### src/rtl/apb_bus_arbiter.sv
// APB master shared by NUM_REQ requesters: round-robin arbitration, SETUP/ACCESS
// sequencing, response return and pready timeout.
module apb_bus_arbiter #(
  parameter int NUM_REQ    = 2,
  parameter int ADDR_WIDTH = 10,
  parameter int TIMEOUT    = 15
) (
  input  logic                          pclk,
  input  logic                          preset_n,
  input  logic [NUM_REQ-1:0]            req,
  input  logic [NUM_REQ*ADDR_WIDTH-1:0] req_addr,
  input  logic [NUM_REQ-1:0]            req_write,
  input  logic [NUM_REQ*32-1:0]         req_wdata,
  input  logic [NUM_REQ*4-1:0]          req_strb,
  output logic [NUM_REQ-1:0]            ack,
  output logic [31:0]                   rsp_rdata,
  output logic                          rsp_err,
  output logic                          busy,
  output logic [ADDR_WIDTH-1:0]         paddr,
  output logic                          psel1,
  output logic                          penable,
  output logic                          pwrite,
  output logic [31:0]                   pwdata,
  output logic [3:0]                    pstrb,
  input  logic                          pready,
  input  logic [31:0]                   prdata,
  input  logic                          pslverr
);

  localparam int unsigned GW    = (NUM_REQ > 1) ? $clog2(NUM_REQ) : 1;
  localparam int unsigned TW    = (TIMEOUT > 1) ? $clog2(TIMEOUT + 1) : 1;
  localparam int unsigned TLAST = (TIMEOUT > 0) ? TIMEOUT - 1 : 0;

  typedef enum logic [1:0] {IDLE, SETUP, ACCESS} state_t;

  state_t                  state;
  logic [GW-1:0]           last_grant;
  logic [GW-1:0]           grant;
  logic [GW-1:0]           win;
  logic                    found;
  logic [NUM_REQ-1:0]      masked;
  logic [TW-1:0]           tcnt;
  logic [ADDR_WIDTH-1:0]   win_addr;
  logic                    win_write;
  logic [31:0]             win_wdata;
  logic [3:0]              win_strb;

  // A requester being acked this cycle cannot be re-granted before it drops req.
  assign masked = req & ~ack;

  // Round-robin search from last_grant+1; descending loop leaves the nearest hit.
  always_comb begin
    win   = '0;
    found = 1'b0;
    for (int i = NUM_REQ; i >= 1; i--) begin
      if (masked[GW'((int'(last_grant) + i) % NUM_REQ)]) begin
        win   = GW'((int'(last_grant) + i) % NUM_REQ);
        found = 1'b1;
      end
    end
  end

  // Select the winner's transfer fields.
  always_comb begin
    win_addr  = '0;
    win_write = 1'b0;
    win_wdata = '0;
    win_strb  = '0;
    for (int i = 0; i < NUM_REQ; i++) begin
      if (GW'(i) == win) begin
        win_addr  = req_addr[i*ADDR_WIDTH +: ADDR_WIDTH];
        win_write = req_write[i];
        win_wdata = req_wdata[i*32 +: 32];
        win_strb  = req_strb[i*4 +: 4];
      end
    end
  end

  always_ff @(posedge pclk) begin
    if (!preset_n) begin
      state      <= IDLE;
      last_grant <= GW'(NUM_REQ - 1);
      grant      <= '0;
      tcnt       <= '0;
      ack        <= '0;
      rsp_rdata  <= '0;
      rsp_err    <= 1'b0;
      busy       <= 1'b0;
      paddr      <= '0;
      psel1      <= 1'b0;
      penable    <= 1'b0;
      pwrite     <= 1'b0;
      pwdata     <= '0;
      pstrb      <= '0;
    end else begin
      ack <= '0;
      case (state)
        IDLE: begin
          if (found) begin
            grant      <= win;
            last_grant <= win;
            paddr      <= win_addr;
            pwrite     <= win_write;
            pwdata     <= win_wdata;
            pstrb      <= win_write ? win_strb : 4'h0;
            psel1      <= 1'b1;
            busy       <= 1'b1;
            state      <= SETUP;
          end
        end
        SETUP: begin
          penable <= 1'b1;
          tcnt    <= '0;
          state   <= ACCESS;
        end
        ACCESS: begin
          // pready takes precedence over a timeout expiring in the same cycle
          if (pready) begin
            ack       <= NUM_REQ'(1) << grant;
            rsp_rdata <= pwrite ? 32'h0 : prdata;
            rsp_err   <= pslverr;
            psel1     <= 1'b0;
            penable   <= 1'b0;
            busy      <= 1'b0;
            state     <= IDLE;
          end else if ((TIMEOUT != 0) && (tcnt == TW'(TLAST))) begin
            ack       <= NUM_REQ'(1) << grant;
            rsp_rdata <= 32'h0;
            rsp_err   <= 1'b1;
            psel1     <= 1'b0;
            penable   <= 1'b0;
            busy      <= 1'b0;
            state     <= IDLE;
          end else begin
            tcnt <= tcnt + 1'b1;
          end
        end
        default: state <= IDLE;
      endcase
    end
  end

endmodule

### config.mk
export PLATFORM = sky130hd
export DESIGN_NAME = apb_bus_arbiter
export DESIGN_NICKNAME = d
export VERILOG_FILES = /design/src/rtl/apb_bus_arbiter.sv
export SDC_FILE = /design/constraint.sdc
export NUM_CORES = 1
export LEC_CHECK = 0
export BUFFER_PORTS_ARGS = -buffer_cell sky130_fd_sc_hd__buf_2
export CELL_PAD_IN_SITES_DETAIL_PLACEMENT = 1
export CELL_PAD_IN_SITES_GLOBAL_PLACEMENT = 1
export CORE_MARGIN = 1
export CORE_UTILIZATION = 35
export CTS_CLUSTER_SIZE = 40
export DETAILED_ROUTE_END_ITERATION = 7
export PLACE_DENSITY = 0.83
export REMOVE_ABC_BUFFERS = 1
export SLEW_MARGIN = 20
export SYNTH_ARGS = -nofsm -noshare
export SYNTH_HDL_FRONTEND = slang
export SYNTH_SLANG_ARGS = --single-unit
### constraint.sdc
create_clock -name pclk -period 3.91 [get_ports pclk]
set_input_delay 0.782 -clock pclk [delete_from_list [all_inputs] [get_ports pclk]]
set_output_delay 0.782 -clock pclk [all_outputs]
set_load 0.01 [all_outputs]
# Word-level counts from Yosys, hierarchy flattened
# Index checks and enable logic that the tools add are counted.
dict set report classes {
  eq_ne 7
  shift 1
  magnitude_cmp 2
  n_reduce_logical 11
  bitwise 2
  addsub 3
  muxes 32
}
# cell n
set op_table {}
lappend op_table {{$mux 32} 4}
lappend op_table {{$mux 4} 4}
lappend op_table {{$mux 1} 14}
lappend op_table {{$mux 10} 1}
lappend op_table {{$mux 2} 5}
lappend op_table {{$reduce_and 2->1} 5}
lappend op_table {{$pmux 4 s2} 1}
lappend op_table {{$lt 1x3->1 const B} 2}
lappend op_table {{$ne 2x2->1 const B} 3}
lappend op_table {{$pmux 2 s3} 1}
lappend op_table {{$reduce_and 3->1} 2}
lappend op_table {{$reduce_bool 2->1} 3}
lappend op_table {{$add 4x1->4 const B} 1}
lappend op_table {{$eq 4x4->1 const B} 1}
lappend op_table {{$pmux 1 s2} 2}
lappend op_table {{$ne 3x3->1 const B} 1}
lappend op_table {{$add 1x1->1 const B} 2}
lappend op_table {{$eq 2x1->1 const B} 1}
lappend op_table {{$eq 2x2->1 const B} 1}
lappend op_table {{$logic_not 2->1} 1}
lappend op_table {{$shl 1x1->2 const A} 1}
lappend op_table {{$and 1x1->1} 1}
lappend op_table {{$not 1->1} 1}
dict set report word_totals {
  input_bits 132
  wordCells 71
  reg_bits 92
}

# Longest topological paths before layout
# Gate-level depths: netlist of run 1.
dict set report logic_depth {
  word_depth 8
  depth_mapped 8
}

# Worst setup path before layout of run 1
# No wires, ideal clock.
dict set report synth_timing {
  path_kind {input to register}
  startpoint {input preset_n}
  endpoint {register rsp_rdata[0]}
  path_stages 5
  arrival_ns 1.630
  path_slack_ns 2.222
  setup_ns 0.059
  path_cell_list {buf_2 inv_2 o31ai_4 buf_6 a22o_1}
}
# element line_no
set synth_rtl {}
lappend synth_rtl {{start, declared} 9} ;# input logic preset_n,
lappend synth_rtl {{end signal, assigned} 120} ;# rsp_rdata <= pwrite ? 32'h0 : prdata;
lappend synth_rtl {{end, declared} 16} ;# output logic [31:0] rsp_rdata,

# Final worst setup path of run 1
dict set report layout_timing {
  startpoint {register state[0]}
  endpoint {register pwdata[17]}
}
dict set report layout_between {
  elab_chain_cells 2
}
# element line_no
set layout_lines {}
lappend layout_lines {{start, declared} 36} ;# state_t state;
lappend layout_lines {{start signal, assigned} 81} ;# state <= IDLE;
lappend layout_lines {{start signal, assigned} 108} ;# state <= SETUP;
lappend layout_lines {{start signal, assigned} 114} ;# state <= ACCESS;
lappend layout_lines {{$logic_not 2->1} 97} ;# case (state)
lappend layout_lines {{$reduce_and 2->1 (no line)} --}
lappend layout_lines {{end signal, assigned} 104} ;# pwdata <= win_wdata;
lappend layout_lines {{end, declared} 23} ;# output logic [31:0] pwdata,
# No other way between the ends.
# A chain may end at the register's enable or synchronous reset.

==> impl_results.md, run 1 <==
* Max-slew violation count at 0
* Tightest Pin Transition at 0.852 ns
* First-pass GRT wire length at 17,400 um
* Total number of yosys warnings at 0
* # IOs at 217
* Most used DFF post-synth: dfxtp_1
* Vias in the first global route at 3,672
* Fill cells at 1,273
* Final hold violations at 0
* Grt met3 use at 5.12%
* Grt ovf at 0
* Die height at 108 um
* Worst VDD drop at 0.265 mV
* CP Launch Type: flip-flop
* Top-count cell post-synth: dfxtp_1
* Crit. End Element: flip-flop
* Core Box Area at 10,900 um2
* Max FO, Critical Path at 56
* Achievable Freq at 444 MHz
* Die Area at 11,800 um2
* Synth top area share at 46.5%
* Async S/R FF share, synth at 0%
* Layout Cells excl Fill at 703
* Seq/Total Area, Yosys at 46.5%
* Initial Utilization at 36.2%
* Hold_buf cts at 0
* DP HPWL at 8340 um
* Netlist cell types at 36
* Drt pass-1 iters at 4
* Post-Route WL at 11,100 um
* Antenna violations before repair at 0
* Power, Total at 3510 uW
* Post-CTS resize count at 0
* Die W at 108 um
* Post-place setup slack at 1.42 ns
* Global Route Usage Sum at 19.0%
* Fin util at 49.4%
* Max_cap viols at 0
* Layout cells sized above 1 at 49.9%
* Synth area leaders: dfxtp_1 (46%), mux2i_1 (13%), a211oi_2 (12%), a22o_1 (7.1%), nor2_1 (4.2%)
* Row count at 38
* Synthesized instance count at 357
* Largest net degree at the start of global routing at 57
* Hold-critical path depth at 1
* Final Setup Violations at 0
* CP required at 4.15 ns
* Number of post-CTS setup repair buffers at 0
* Initial DRC Count at 122
* Slew headroom at 43.2%
* Power Dens Cells at 650 nW/um2
* Avg Inst Size Synth at 11.1 um2
* Global route hottest layer: met2
* Kind of critical path: flip-flop to flip-flop
* GPL Wtd Cong at 0.785
* Area grow syn2layout at 36.3%
* CTS max path bufs at 2
* # DRC at 0
* Period utilization at 57.6%
* Detailed-route via count at 3,556
* Met1 usage at 19.7%
* Cell taking the most area after synthesis: dfxtp_1
* Number of synthesized flops with an enable pin at 0
* R2R depth at 6
* CTS root buffer: clkbuf_16
* Worst-Skew Late Latency at 0.33 ns
* H-tree levels at 3
* Met2 Use GR at 35.8%
* Final setup margin at 1.66 ns
* Unrepaired setup endpoints after global routing: no
* Setup_tns at 0 ns
* Routed vias/inst at 5.06
* WL/cell at 15.8 um
* Setup Skew at 0.00829 ns
* Nets at 698
* Outcome: completed
* Static Leakage at 0.00271 uW
* Yosys reg bits at 92
* N_diodes at 0
* Clk slew on worst S/H paths at 0.07 ns
* Final min period at 2.25 ns
* CTS tree: yes
* Hold WC Path Type: flip-flop to flip-flop
* IO Port Bufs at 215
* CTS sink cnt at 92
* Top cells by count, synth: dfxtp_1 (92), mux2i_1 (50), nor2_1 (44)
* WP data arrival at 2.49 ns
* Netlist Area Pre-Place at 3960 um2
* Antenna Nets Post-Route at 0
* CTS Buf Count at 9
* Placed cells at 687
critical path, stage by stage (launching register included):
cell	delay, ns
dfxtp_1	0.34
inv_1	0.14
ha_1	0.21
and3b_4	0.74
buf_4	0.41
nor2_1	0.07
a211oi_1	0.21
flip-flops by register name, indices dropped and copies added, names as in the netlist:
register	count
psel1	1
pwdata	32
rsp_rdata	32
ack	2
grant	1
penable	1
pstrb	4
tcnt	4
state	2
pwrite	1
last_grant	1
rsp_err	1
paddr	10
kinds of logic after synthesis:
kind of cell,Yosys count,synth area share [%]
buf+inv,37,6.09
fa+ha+maj,7,2.21
mux,51,12.9
xor+xnor,1,0.221
flops,92,46.5
simple gates,74,8.30
compound gates,95,23.8
stage by stage:
| stage | instance area, um2 | hold slack [ns] |
|---|---|---|
| after floorplan | 3750 | 0.413 |
| after global placement | 5050 | 0.433 |
| after detailed placement | 5050 | 0.439 |
| after CTS | 5390 | 0.451 |
| after global routing | 5400 | 0.488 |
| final | 5400 | 0.449 |
where the power goes:
part           leakage, uW  internal [uW]  switching, uW  total, uW
registers         0.000753           1140            161       1300
logic              0.00179            549            684       1230
clock network     0.000166            623            355        979
worst paths after layout:
kind | from | to | slack, ns
max reg2reg | state[0] | pwdata[17] | 1.66
min | grant | ack[0] | 0.45
max | state[0] | pwdata[17] | 1.66
min reg2reg | grant | ack[0] | 0.45
cells in the final DEF (no fill, tap or decap), drive strengths merged, types with 7 or more instances in the layout:
| cell type | Yosys | final |
|---|---|---|
| a22o | 32 | 32 |
| dfxtp | 92 | 92 |
| a211oi | 45 | 45 |
| mux2i | 50 | 50 |
| ha | 7 | 7 |
| buf | 29 | 221 |
| nor2 | 44 | 44 |
| nand2 | 15 | 15 |
| inv | 7 | 8 |
| clkbuf | 1 | 9 |
final cells by class:
class                   count  area (um2)  area share [%]
clock buffers               9         225            4.17
multi-input cells         228        1890            35.0
repair buffers            221        1130            20.9
clock inverters             6         113            2.09
flip-flops and latches     92        1840            34.1
inverters                   7        26.3           0.487
well taps                 140         175            3.24
routing by layer:
layer  wire (um)  vias up  share of wire [%]
li1            -     1702                  -
met1        4240     1663                 38
met2        5660      170                 51
met3        1010       21                9.1
met4         221        0                2.0
met5           0        -                  0
Note: power is estimated with default switching activity, not from simulation.
==> run 2, diff against run 1 <==
CORE_UTILIZATION = 33   (was 35)
PLACE_DENSITY = 0.79   (was 0.83)
clock period = 2.33 ns   (was 3.91 ns; I/O delays follow)
==> run 2 against run 1 <==
Net effect:
- the flow now finishes with violations (design-rule violations)
- first-iteration DRC count is 34% higher
- count of clock-buffer cells in the layout unchanged
- total power is 64% higher
- global-route usage fell by 1.1 points
- fmax increased by 26%
- clock skew about the same
- via count down 2.1%
- sequential power up 62%
- critical path type unchanged
- largest cell class unchanged
==> impl_results.md, run 2 (synthesized netlist as in run 1, its figures left out) <==
* Post-place setup slack at 0.542 ns (was 1.42 ns)
* CTS root buffer: clkbuf_16 (unchanged)
* Max FO, Critical Path at 32 (was 56)
* Most common cell after layout, fill and taps aside: buf_2 (unchanged)
* Fin util at 46.8% (was 49.4%)
* Antenna violations before repair at 0 (unchanged)
* DP HPWL at 8610 um (was 8340 um)
* GPL Wtd Cong at 0.755 (was 0.785)
* CP cell instances: inv_1 -> ha_1 -> and3_1 -> o31ai_4 -> buf_4 -> a22o_1 (was inv_1 -> ha_1 -> and3b_4 -> buf_4 -> nor2_1 -> a211oi_1)
* Multi-input gate area at 1890 um2 (unchanged)
* Flip-flop and latch area at 1840 um2 (unchanged)
* Failing checks: design-rule violations
* Die Area at 12,500 um2 (was 11,800 um2)
* Area grow syn2layout at 36.6% (was 36.3%)
* Hold_buf cts at 0 (unchanged)
* Unrepaired setup endpoints after global routing: no (unchanged)
* Max-slew violation count at 0 (unchanged)
* CTS sink cnt at 92 (unchanged)
* Largest net degree at the start of global routing at 53 (was 57)
* IO Port Bufs at 215 (unchanged)
* Crit. End Element: flip-flop (unchanged)
* Vias in the first global route at 3,655 (was 3,672)
* Final hold violations at 0 (unchanged)
* Kind of critical path: flip-flop to flip-flop (unchanged)
* Core Box Area at 11,600 um2 (was 10,900 um2)
* Row count at 39 (was 38)
* Crit-path leading delay family: buffers and inverters (was simple AND/OR/NAND/NOR gates)
* Drt pass-1 iters at 6 (was 4)
* Post-CTS resize count at 0 (unchanged)
* Outcome: finished, violations left (was completed)
* Nets at 700 (was 698)
* Crit-path slowest cell: dfxtp_1 (was and3b_4)
* CTS tree: yes (unchanged)
* H-tree levels at 3 (unchanged)
* Hold_ws at 0.330 ns (was 0.449 ns)
* Biggest regs: pwdata x32, rsp_rdata x32, paddr x10 (unchanged)
* Commonest non-fill, non-tap cells in the layout: buf_2 (215), dfxtp_1 (91), mux2i_1 (50) (unchanged)
* Detailed-route via count at 3,480 (was 3,556)
* Worst path depth at 6 (unchanged)
* CP required at 2.61 ns (was 4.15 ns)
* Grt ovf at 0 (unchanged)
* WL/cell at 15.7 um (was 15.8 um)
* Max_cap viols at 0 (unchanged)
* Period utilization at 76.5% (was 57.6%)
* Slew headroom at 66.6% (was 43.2%)
* Clk slew on worst S/H paths at 0.07 ns (about the same)
* Number of post-CTS setup repair buffers at 0 (unchanged)
* Setup Skew at 0.00812 ns (was 0.00829 ns)
* Static Leakage at 0.00271 uW (about the same)
* Worst VDD drop at 0.505 mV (was 0.265 mV)
* Die W at 112 um (was 108 um)
* Fill cells at 1,376 (was 1,273)
* # DRC at 17 (was 0)
* Antenna Nets Post-Route at 0 (unchanged)
* Tightest Pin Transition at 0.501 ns (was 0.852 ns)
* CTS Buf Count at 9 (unchanged)
* N_diodes at 0 (unchanged)
* Hold-critical path depth at 2 (was 1)
* Global Route Usage Sum at 18.0% (was 19.0%)
* Routed vias/inst at 4.91 (was 5.06)
* Achievable Freq at 561 MHz (was 444 MHz)
* CTS max path bufs at 2 (unchanged)
* Final setup margin at 0.548 ns (was 1.66 ns)
* R2R depth at 6 (unchanged)
* First-pass GRT wire length at 17,700 um (was 17,400 um)
* Largest stage delay, worst path at 0.40 ns (was 0.74 ns)
* Initial Utilization at 34.3% (was 36.2%)
* Power Dens Cells at 1060 nW/um2 (was 650 nW/um2)
* Final min period at 1.78 ns (was 2.25 ns)
* Layout cells sized above 1 at 50.2% (was 49.9%)
* # IOs at 217 (unchanged)
* Worst-Skew Late Latency at 0.34 ns (was 0.33 ns)
* CP Launch Type: flip-flop (unchanged)
* Hold WC Path Type: input pin to flip-flop (was flip-flop to flip-flop)
* Worst Path Buf+Inv at 2 (unchanged)
* WP data arrival at 2.06 ns (was 2.49 ns)
* Initial DRC Count at 163 (was 122)
* Final Setup Violations at 0 (unchanged)
* Post-Route WL at 11,100 um (about the same)
* Die height at 112 um (was 108 um)
## run 2: changes by cell type in the layout (fill, tap and decap cells not counted)
cell / previous run / this run
clkinv_4: 1 / 2
clkinvlp_4: 0 / 1
bufinv_16: 3 / 0
inv_8: 0 / 2
buf_12: 0 / 4
buf_4: 5 / 4
buf_8: 1 / 0
inv_6: 1 / 2
clkinv_2: 1 / 0
## run 2: per-layer routing
layer	vias up	wire length [um]	global-route usage [%]	part of all wire, %
met4	0	187	6.85	1.7
met1	1598	4500	19.7	40
met3	13	911	5.17	8.2
li1	1710	-	-	-
met5	-	0	0	0
met2	159	5520	32.7	50
## run 2: final timing paths
path	start	to	slack, ns
worst max-delay path	tcnt[0]	rsp_rdata[12]	0.55
worst min-delay path	prdata[5]	rsp_rdata[5]	0.33
worst max register to register	tcnt[0]	rsp_rdata[12]	0.55
worst min register to register	grant	ack[0]	0.46
## run 2: power breakdown
group,total [uW],internal [uW],switching [uW]
combinational,2230,977,1250
clock,1430,750,678
sequential,2110,1910,196
total,5760,3640,2120
## run 2: area by class of cell
| class | instances | area share (%) |
|---|---|---|
| Sequential cell | 92 | 34.0 |
| Multi-Input combinational cell | 228 | 34.9 |
| Timing Repair Buffer | 223 | 21.9 |
| Tap cell | 143 | 3.30 |
| Clock buffer | 9 | 4.16 |
| Clock inverter | 7 | 1.20 |
| Inverter | 7 | 0.485 |
## run 2: per-stage QoR
| stage | instance area [um2] | TNS, ns | total power, uW | cells |
|---|---|---|---|---|
| finish | 5410 | 0 | 5760 | 709 |
| floorplan | 3750 | -47.46 | 3610 | 327 |
| global route | 5410 | 0 | 6130 | 709 |
| CTS | 5410 | 0 | 5850 | 709 |
| detailed placement | 5120 | 0 | 4410 | 693 |
| global placement | 5120 | 0 | 4280 | 693 |
==> run 3, diff against run 2 <==
clock period = 1.85 ns   (was 2.33 ns; I/O delays follow)
==> run 3 against run 2 <==
Net effect:
- via count grew 0.72%
- die area is the same
- sequential share of layout area grew 0.12 points
- worst hold slack lost 0.086 ns
- flip-flop and latch count is the same
- critical path type unchanged
- fmax grew 6.5%
- sequential power grew 26%
- first-iteration DRC count shrank 17%
- the flow still finishes with violations (design-rule violations)
- clock skew grew 0.00063 ns
- largest cell class unchanged
- final cell count grew 0.14%
- utilization shrank 0.16 points
==> impl_results.md, run 3 (synthesized netlist as in run 1, its figures left out) <==
* Static Leakage at 0.00271 uW (about the same)
* Max_cap viols at 0 (unchanged)
* Max-slew violation count at 0 (unchanged)
* Grt met3 use at 5.28% (was 5.17%)
* Most common cell after layout, fill and taps aside: buf_2 (unchanged)
* H-tree levels at 3 (unchanged)
* Kind of critical path: flip-flop to flip-flop (unchanged)
* Failing checks: design-rule violations (unchanged)
* Crit. End Element: flip-flop (unchanged)
* Post-Route WL at 11,100 um (about the same)
* GPL Wtd Cong at 0.738 (was 0.755)
* First-pass GRT wire length at 17,600 um (was 17,700 um)
* DP HPWL at 8630 um (was 8610 um)
* Die Area at 12,500 um2 (unchanged)
* Worst VDD drop at 0.500 mV (was 0.505 mV)
* Hold WC Path Type: input pin to flip-flop (unchanged)
* WP data arrival at 1.94 ns (was 2.06 ns)
* CTS sink cnt at 92 (unchanged)
* Hold_buf cts at 0 (unchanged)
* Global route hottest layer: met2 (unchanged)
* Tightest Pin Transition at 0.454 ns (was 0.501 ns)
* Biggest regs: pwdata x32, rsp_rdata x32, paddr x10 (unchanged)
* Commonest non-fill, non-tap cells in the layout: buf_2 (215), dfxtp_1 (91), mux2i_1 (50) (unchanged)
* Met2 Use GR at 33.2% (was 32.7%)
* Detailed-route via count at 3,505 (was 3,480)
* Final Setup Violations at 0 (unchanged)
* Row count at 39 (unchanged)
* Final hold violations at 0 (unchanged)
* Die W at 112 um (unchanged)
* Setup_tns at 0 ns (unchanged)
* Power, Total at 7130 uW (was 5760 uW)
* # IOs at 217 (unchanged)
* Antenna violations before repair at 0 (unchanged)
* Power Dens Cells at 1320 nW/um2 (was 1060 nW/um2)
* Vias in the first global route at 3,604 (was 3,655)
* Hold Path Origin: prdata[31] (was prdata[5])
* WL/cell at 15.6 um (was 15.7 um)
* Achievable Freq at 598 MHz (was 561 MHz)
* IO Port Bufs at 215 (unchanged)
* CP Launch Point: tcnt[0] (unchanged)
* Number of post-CTS setup repair buffers at 0 (unchanged)
* Period utilization at 90.4% (was 76.5%)
* Grt ovf at 0 (unchanged)
* Global Route Usage Sum at 17.8% (was 18.0%)
* Slew headroom at 69.7% (was 66.6%)
* Finished Cell Area at 5400 um2 (was 5410 um2)
* Outcome: finished, violations left (unchanged)
* CTS tree: yes (unchanged)
* Largest net degree at the start of global routing at 48 (was 53)
* Hold_ws at 0.244 ns (was 0.330 ns)
* RR Startpoint: tcnt[0] (unchanged)
* Setup Skew at 0.00875 ns (was 0.00812 ns)
* CP required at 2.12 ns (was 2.61 ns)
* Die height at 112 um (unchanged)
* Initial DRC Count at 135 (was 163)
* CTS max path bufs at 2 (unchanged)
* Post-CTS resize count at 0 (unchanged)
* CTS root buffer: clkbuf_16 (unchanged)
* # DRC at 17 (unchanged)
* Routed vias/inst at 4.94 (was 4.91)
* Clk slew on worst S/H paths at 0.07 ns (about the same)
* DP Area at 5130 um2 (was 5120 um2)
* Area grow syn2layout at 36.2% (was 36.6%)
* N_diodes at 0 (unchanged)
* CP Launch Type: flip-flop (unchanged)
* Unrepaired setup endpoints after global routing: no (unchanged)
* Core Box Area at 11,600 um2 (unchanged)
* Layout cells sized above 1 at 50.1% (was 50.2%)
* Initial Utilization at 34.3% (unchanged)
* Final min period at 1.67 ns (was 1.78 ns)
* Antenna Nets Post-Route at 0 (unchanged)
* Worst-Skew Late Latency at 0.33 ns (was 0.34 ns)
* Met1 usage at 19.1% (was 19.7%)
* Drt pass-1 iters at 6 (unchanged)
* Nets at 702 (was 700)
* Max FO, Critical Path at 32 (unchanged)
* CTS Buf Count at 9 (unchanged)
[run 3: changes by cell type in the layout (fill, tap and decap cells not counted), moves of 2 or more]
cell | before | now
clkinv_2 | 0 | 2
inv_8 | 2 | 0
inv_6 | 2 | 0
buf_4 | 4 | 7
[run 3: critical path, stage by stage, from the launching register on]
cell,delay [ns]
dfxtp_1,0.41
inv_1,0.08
ha_1,0.23
and3_1,0.26
o31ai_4,0.24
buf_12,0.22
a22o_1,0.17
[run 3: metrics by stage]
step,instances,worst slack [ns],util [%]
after floorplan,327,-1.74,-
after global placement,695,0.278,44.3
after detailed placement,695,0.175,44.3
after CTS,710,0.162,46.7
after global routing,710,0.0579,46.7
final,710,0.177,46.7
[run 3: routing by layer]
| metal | up-vias | share of wire [%] | wire [um] |
|---|---|---|---|
| met3 | 10 | 9.1 | 1010 |
| met2 | 156 | 51 | 5630 |
| met1 | 1624 | 39 | 4330 |
| li1 | 1715 | - | - |
| met5 | - | 0 | 0 |
| met4 | 0 | 1.1 | 118 |
[run 3: path summary, 6_finish.rpt]
path | endpoint | slack [ns] | cells after the start
hold / removal | rsp_rdata[31] | 0.24 | 2
setup / recovery | rsp_rdata[2] | 0.18 | 6
hold reg to reg | ack[0] | 0.47 | 1
setup reg to reg | rsp_rdata[2] | 0.18 | 6
[run 3: layout make-up]
class	instances	area [um2]
clock buffers	11	243
clock inverters	4	26.3
repair buffers	225	1190
fillers	1346	6170
well taps	143	179
multi-input cells	228	1890
flip-flops and latches	92	1840
inverters	7	26.3
[run 3: power by group]
group          switching (uW)  internal (uW)  leakage [uW]
Sequential                242           2410      0.000753
Combinational            1550           1240       0.00182
Clock                     749            938      0.000131
